===== config.mk =====
export PLATFORM = sky130hd
export DESIGN_NAME = buble_pipe
export DESIGN_NICKNAME = d
export VERILOG_FILES = /design/src/rtl/buble_pipe.sv
export SDC_FILE = /design/constraint.sdc
export NUM_CORES = 1
export LEC_CHECK = 0
export CAP_MARGIN = 40
export CORE_UTILIZATION = 40
export CTS_CLUSTER_DIAMETER = 200
export DETAILED_ROUTE_END_ITERATION = 12
export PLACE_DENSITY = 0.66
export SKIP_CTS_REPAIR_TIMING = 1
export SLEW_MARGIN = 20
export SYNTH_ARGS = -nofsm -noshare
export SYNTH_HDL_FRONTEND = slang
export SYNTH_SLANG_ARGS = --single-unit
export TNS_END_PERCENT = 5

===== constraint.sdc =====
create_clock -name clk -period 3 [get_ports clk]
set_clock_uncertainty 0.05 [all_clocks]
set_input_delay 0.6 -clock clk [delete_from_list [all_inputs] [get_ports clk]]
set_output_delay 0.6 -clock clk [all_outputs]
set_load 0.03 [all_outputs]

===== src/rtl/buble_pipe.sv =====
// Valid/ready register pipeline of DEPTH stages. SKID=0 collapses bubbles with a
// combinational ready chain; SKID=1 gives every stage a skid slot and a registered ready.
module buble_pipe #(
  parameter int WIDTH = 32,
  parameter int DEPTH = 2,
  parameter int SKID  = 0,
  localparam int OCC_W = $clog2(DEPTH * (1 + SKID) + 1)
) (
  input  logic             clk,
  input  logic             rst,
  input  logic             flush,
  input  logic [WIDTH-1:0] data_a,
  input  logic             vld_a,
  output logic             rdy_a,
  output logic [WIDTH-1:0] data_b,
  output logic             vld_b,
  input  logic             rdy_b,
  output logic [OCC_W-1:0] occ
);

  // Handshake: a word moves across a boundary on a rising edge where both valid
  // and ready are high; a valid producer holds its data until that edge.
  logic             main_vld [DEPTH];
  logic [WIDTH-1:0] main_dat [DEPTH];
  logic             in_vld   [DEPTH];
  logic [WIDTH-1:0] in_dat   [DEPTH];
  logic             accept;
  logic             deliver;

  always_comb begin
    in_vld[0] = vld_a;
    in_dat[0] = data_a;
    for (int i = 1; i < DEPTH; i++) begin
      in_vld[i] = main_vld[i-1];
      in_dat[i] = main_dat[i-1];
    end
  end

  assign vld_b   = main_vld[DEPTH-1] && !flush;
  assign data_b  = main_dat[DEPTH-1];
  assign accept  = vld_a && rdy_a;
  assign deliver = vld_b && rdy_b;

  if (SKID == 0) begin : g_bubble
    logic stg_rdy [DEPTH];
    logic chain;

    // A stage can load if it is empty or everything downstream of it moves.
    always_comb begin
      chain = rdy_b;
      for (int i = DEPTH - 1; i >= 0; i--) begin
        chain      = !main_vld[i] || chain;
        stg_rdy[i] = chain;
      end
    end

    assign rdy_a = stg_rdy[0] && !flush;

    always_ff @(posedge clk) begin
      if (rst) begin
        for (int i = 0; i < DEPTH; i++) begin
          main_vld[i] <= 1'b0;
          main_dat[i] <= '0;
        end
      end else if (flush) begin
        for (int i = 0; i < DEPTH; i++) main_vld[i] <= 1'b0;
      end else begin
        for (int i = 0; i < DEPTH; i++) begin
          if (stg_rdy[i]) begin
            main_vld[i] <= in_vld[i];
            if (in_vld[i]) main_dat[i] <= in_dat[i];
          end
        end
      end
    end
  end else begin : g_skid
    logic             skid_vld [DEPTH];
    logic [WIDTH-1:0] skid_dat [DEPTH];
    logic             stg_rdy  [DEPTH];
    logic             ds_rdy   [DEPTH];

    always_comb begin
      ds_rdy[DEPTH-1] = rdy_b;
      for (int i = 0; i < DEPTH - 1; i++) ds_rdy[i] = stg_rdy[i+1];
    end

    assign rdy_a = stg_rdy[0] && !flush;

    // stg_rdy is kept equal to !skid_vld so no stage ready depends on downstream logic.
    always_ff @(posedge clk) begin
      if (rst) begin
        for (int i = 0; i < DEPTH; i++) begin
          main_vld[i] <= 1'b0;
          main_dat[i] <= '0;
          skid_vld[i] <= 1'b0;
          skid_dat[i] <= '0;
          stg_rdy[i]  <= 1'b1;
        end
      end else if (flush) begin
        for (int i = 0; i < DEPTH; i++) begin
          main_vld[i] <= 1'b0;
          skid_vld[i] <= 1'b0;
          stg_rdy[i]  <= 1'b1;
        end
      end else begin
        for (int i = 0; i < DEPTH; i++) begin
          if (skid_vld[i]) begin
            if (ds_rdy[i]) begin
              main_dat[i] <= skid_dat[i];
              skid_vld[i] <= 1'b0;
              stg_rdy[i]  <= 1'b1;
            end
          end else if (!main_vld[i] || ds_rdy[i]) begin
            main_vld[i] <= in_vld[i];
            if (in_vld[i]) main_dat[i] <= in_dat[i];
          end else if (in_vld[i]) begin
            skid_vld[i] <= 1'b1;
            skid_dat[i] <= in_dat[i];
            stg_rdy[i]  <= 1'b0;
          end
        end
      end
    end
  end

  always_ff @(posedge clk) begin
    if (rst || flush) occ <= '0;
    else              occ <= occ + OCC_W'(accept) - OCC_W'(deliver);
  end

endmodule


Yosys cells after proc, flatten, opt, wreduce, memory -nomap -nowiden
Memory sizes are Yosys's and may differ from the RTL's.
Index checks and enable logic that the tools add are counted.
{ "op_classes": {"addsub": 2, "multipliers": 0, "div_mod_pow": 0, "n_lt_le_gt_ge": 0, "n_eq_ne": 0, "n_shift": 0, "mux": 29, "n_bitwise": 6, "n_reduce_logical": 10} }
{ "op_table": {"columns": ["cell", "n"], "rows": [
  ["$mux W32", 2],
  ["$mux W1", 27],
  ["$or A1 B1 Y1", 6],
  ["$logic_and A1 B1 Y1", 4],
  ["$logic_not A1 Y1", 3],
  ["$logic_or A1 B1 Y1", 3],
  ["$add A2 B1 Y2", 1],
  ["$sub A2 B1 Y2", 1]
]} }
{ "word_totals": {"regBits": 2, "latch_bits": 0, "ram_bits": 66, "romBits": 0, "out_inout_bits": 36, "wordCells": 50, "memories": 2} }
{ "memory_table": {"columns": ["memory", "words", "width", "rd", "rd_clocked_by_memory_dff", "wr", "line_no", "text"], "rows": [
  ["main_dat", 2, 32, 2, 0, 2, "24", "logic [WIDTH-1:0] main_dat [DEPTH];"],
  ["main_vld", 2, 1, 2, 0, 2, "23", "logic main_vld [DEPTH];"]
]} }

Longest topological paths before layout
{ "logic_depth": {"ltp_word": 8, "ltp_mapped": 7, "ltp_nobuf": 7} }

Least setup slack after synthesis
No wires, ideal clock.
{ "synth_timing": {"path_type": "input to register", "startpoint": "in flush", "endpoint": "mem main_dat[1][0] (netlist: main_dat[0][32]), enable pin", "setup_ns": 0.428, "t_arrival_ns": 2.250, "required_time_ns": 2.522, "path_slack_ns": 0.272, "cell_stages": 2, "path_cell_list": "nand2b_1 > o21bai_1"} }
{ "synth_lines": {"columns": ["element", "line_no", "text"], "rows": [
  ["start: declaration", "11", "input logic flush,"],
  ["end: declaration", "24", null]
]} }

Worst setup path in the final report
{ "layout_timing": {"startpoint": "in rdy_b", "endpoint": "out rdy_a"} }
{ "layout_via": {"elab_chain_cells": 3} }
{ "layout_lines": {"columns": ["element", "line_no", "text"], "rows": [
  ["start: declaration", "17", "input logic rdy_b,"],
  ["$logic_or A1 B1 Y1 (2 in a row)", "52", "chain = !main_vld[i] || chain;"],
  ["$logic_and A1 B1 Y1", "57", "assign rdy_a = stg_rdy[0] && !flush;"],
  ["end: declaration", "14", "output logic rdy_a,"]
]} }
No other way between the ends.

==> run_results.csv <==
group,metric,value,unit
grt,grt_pass1_vias,1810,
clock_network,cts_tree,"done",
timing,period_share,91.2,%
die,die_h,90.8,um
layout,seq_area,2020,um2
clock_network,cts_buffer_depth,2,
die,die_w,90.8,um
drt,drtPass1Iterations,8,
yosys,yosysWarnings,0,
layout,fill_cells,629,
critical_path,crit_path_end_kind,"output pin",
yosys,syn_nets,216,
yosys,syn_area_per_cell,17.8,um2
yosys,netlist_area,3160,um2
die,die_area,8250,um2
layout,design_area,4210,um2
timing,tightest_slew,451,ps
power,p_leak,1.35,nW
yosys,syn_inst,177,
drt,vias,1789,
place,portBuffers,72,
power,p_per_area,543,nW/um2
timing,fin_setup_tns,0,ps
clock_network,h-tree-depth,3,
yosys,ys_ff_latch,68,
place,finalWeightedCongestion,0.770,
layout,nets,285,
timing,timing.max_slew.rel_slack,69.9,%
clock_network,clk_pin_slew,80,ps
flow_run,cap_violations,0,
clock_network,clk_latency,330,ps
status,violations,"DRC",
timing,fmax,365,MHz
yosys,synth_top_area_share,62.8,%
timing,rsz0062_at_grt,"no",
grt,grt_max_degree,65,
layout,final_cell_mix,"clkdlybuf4s50_1, edfxtp_1, nor4b_2, nor4b_1, clkbuf_8",
yosys,synth_edf_count,66,
yosys,yosysTopAreaCell,"edfxtp_1",
timing,setup_viol_count_final,0,
critical_path,crit_top_cell,"clkdlybuf4s50_1",
grt,grt_use_total,15.0,%
drt,vias_per_cell,5.07,
critical_path,max_stage_delay,680,ps
drt,route.antenna.remaining_nets,0,
power,power,2.28,mW
yosys,async_reset_ff_share,0,%
place,place.detailed.hpwl,3.19,mm
yosys,yosysSeqAreaShare,64.1,%
clock_network,clock_sinks,68,
timing,period_needed,2740,ps
layout,multiInputGateArea,1000,um2
critical_path,rrSetupSlack,1180,ps
critical_path,arrival,2090,ps
power,ir_worst_vdd,260,uV
clock_network,cts_root_buf,"clkbuf_8",
critical_path,cp_max_fo,4,
grt,grt_pass1_wl,9.43,mm
layout,mostFrequentLayoutCell,"clkdlybuf4s50_1",
drt,drc,1,
timing,slew_viol_final,0,
layout,insertedDiodeCount,0,
place,postPlaceCellArea,3970,um2
yosys,synth_area_leaders,"edfxtp_1, nor4b_2, nor4b_1",
die,rows,32,
yosys,synthFlopType,"edfxtp_1",
die,pin_count,73,
drt,drtIter0Drc,70,
die,core,7690,um2
layout,drive_gt1_share,25.5,%
grt,grt-ovfl-total,0,
drt,wire_per_inst,15.8,um
critical_path,worstSetupPathType,"primary input to output pin",
grt,antenna_found_initial,0,
critical_path,crit_chain,"clkdlybuf4s50_1 -> and3b_4 -> nor2_1 -> clkdlybuf4s50_1",
clock_network,numCtsBuffers,9,
yosys,ys_types,24,
critical_path,crit_required,2350,ps
die,start_util,41.1,%
drt,drt_wl_total,5.59,mm
min_path,hold_path_class,"flop to flop",
layout,synthToLayoutAreaGrowth,33.3,%
critical_path,critPathLaunchType,"primary input",
critical_path,cpMaxStageDelayCell,"clkdlybuf4s50_1",
timing,hold_viol,0,
status,status,"complete, but fails checks",
==> logic make-up (layout without fill, tap and decap cells) <==
family	after synthesis	in the layout	synth area share [%]
and+or+nand+nor	82	82	29.1
DFF	68	68	64.1
buffers and inverters	22	96	4.83
adders and majority gates	2	2	0.793
AOI/OAI and AO/OA	2	2	0.476
xor gates and xnor gates	1	1	0.713
==> critical path: cells and delay by family <==
kind,cells,cell delay (ps)
buffers and inverters,2,1190
and+or+nand+nor,2,300
==> worst paths after layout <==
kind	end	start	cells past startpoint
max reg2reg	main_dat[0][44]$_SDFFCE_PN0P_	main_vld[0][0]$_SDFFCE_PN0P_	4
min	occ[0]$_SDFF_PP0_	occ[0]$_SDFF_PP0_	2
min reg2reg	occ[0]$_SDFF_PP0_	occ[0]$_SDFF_PP0_	2
max	rdy_a	rdy_b	4
==> layer usage <==
| metal | up-vias | wire (um) | track usage (%) |
|---|---|---|---|
| li1 | 855 | - | - |
| met1 | 880 | 2450 | 19.2 |
| met2 | 44 | 2810 | 23.5 |
| met3 | 10 | 211 | 3.20 |
| met4 | 0 | 119 | 8.33 |
| met5 | - | 0 | 0 |
==> cell usage after synthesis (2+ instances only) <==
cell type,n
clkbuf_1,4
nor3b_1,2
edfxtp_1,66
buf_6,7
buf_4,2
nor4b_2,36
dfxtp_1,2
buf_2,7
nor2b_1,3
nor4b_4,2
ha_1,2
and2_1,2
nor4b_1,26
nand2_1,3
nor2_1,4
==> power breakdown <==
part           switching [mW]  internal (mW)  leakage, nW
clock network           0.353          0.549        0.117
logic                   0.144          0.129        0.522
registers              0.0126           1.10        0.715
==> sequential cells by signal (all words and copies together), names as in the netlist <==
signal / cells
main_dat: 64
main_vld: 2
occ: 2
==> stage by stage <==
| stage | utilization [%] | setup slack, ps | std cells | hold WS (ps) |
|---|---|---|---|---|
| 3_3_place_gp | 51.4 | 290 | 336 | 522 |
| 4_1_cts | 54.7 | 255 | 353 | 560 |
| 2_1_floorplan | - | 272 | 177 | 534 |
| 5_1_grt | 54.7 | 228 | 353 | 567 |
| 6_report | 54.7 | 263 | 353 | 546 |
| 3_5_place_dp | 51.6 | 252 | 337 | 542 |
==> area by class of cell <==
type | instances | share of cell area [%]
Multi-Input combinational cell | 87 | 23.9
Sequential cell | 68 | 48.1
Clock buffer | 9 | 2.94
Timing Repair Buffer | 79 | 19.3
Inverter | 1 | 0.0892
Clock inverter | 7 | 2.74
Tap cell | 102 | 3.03
No activity file was read; power rests on OpenSTA's default activity.
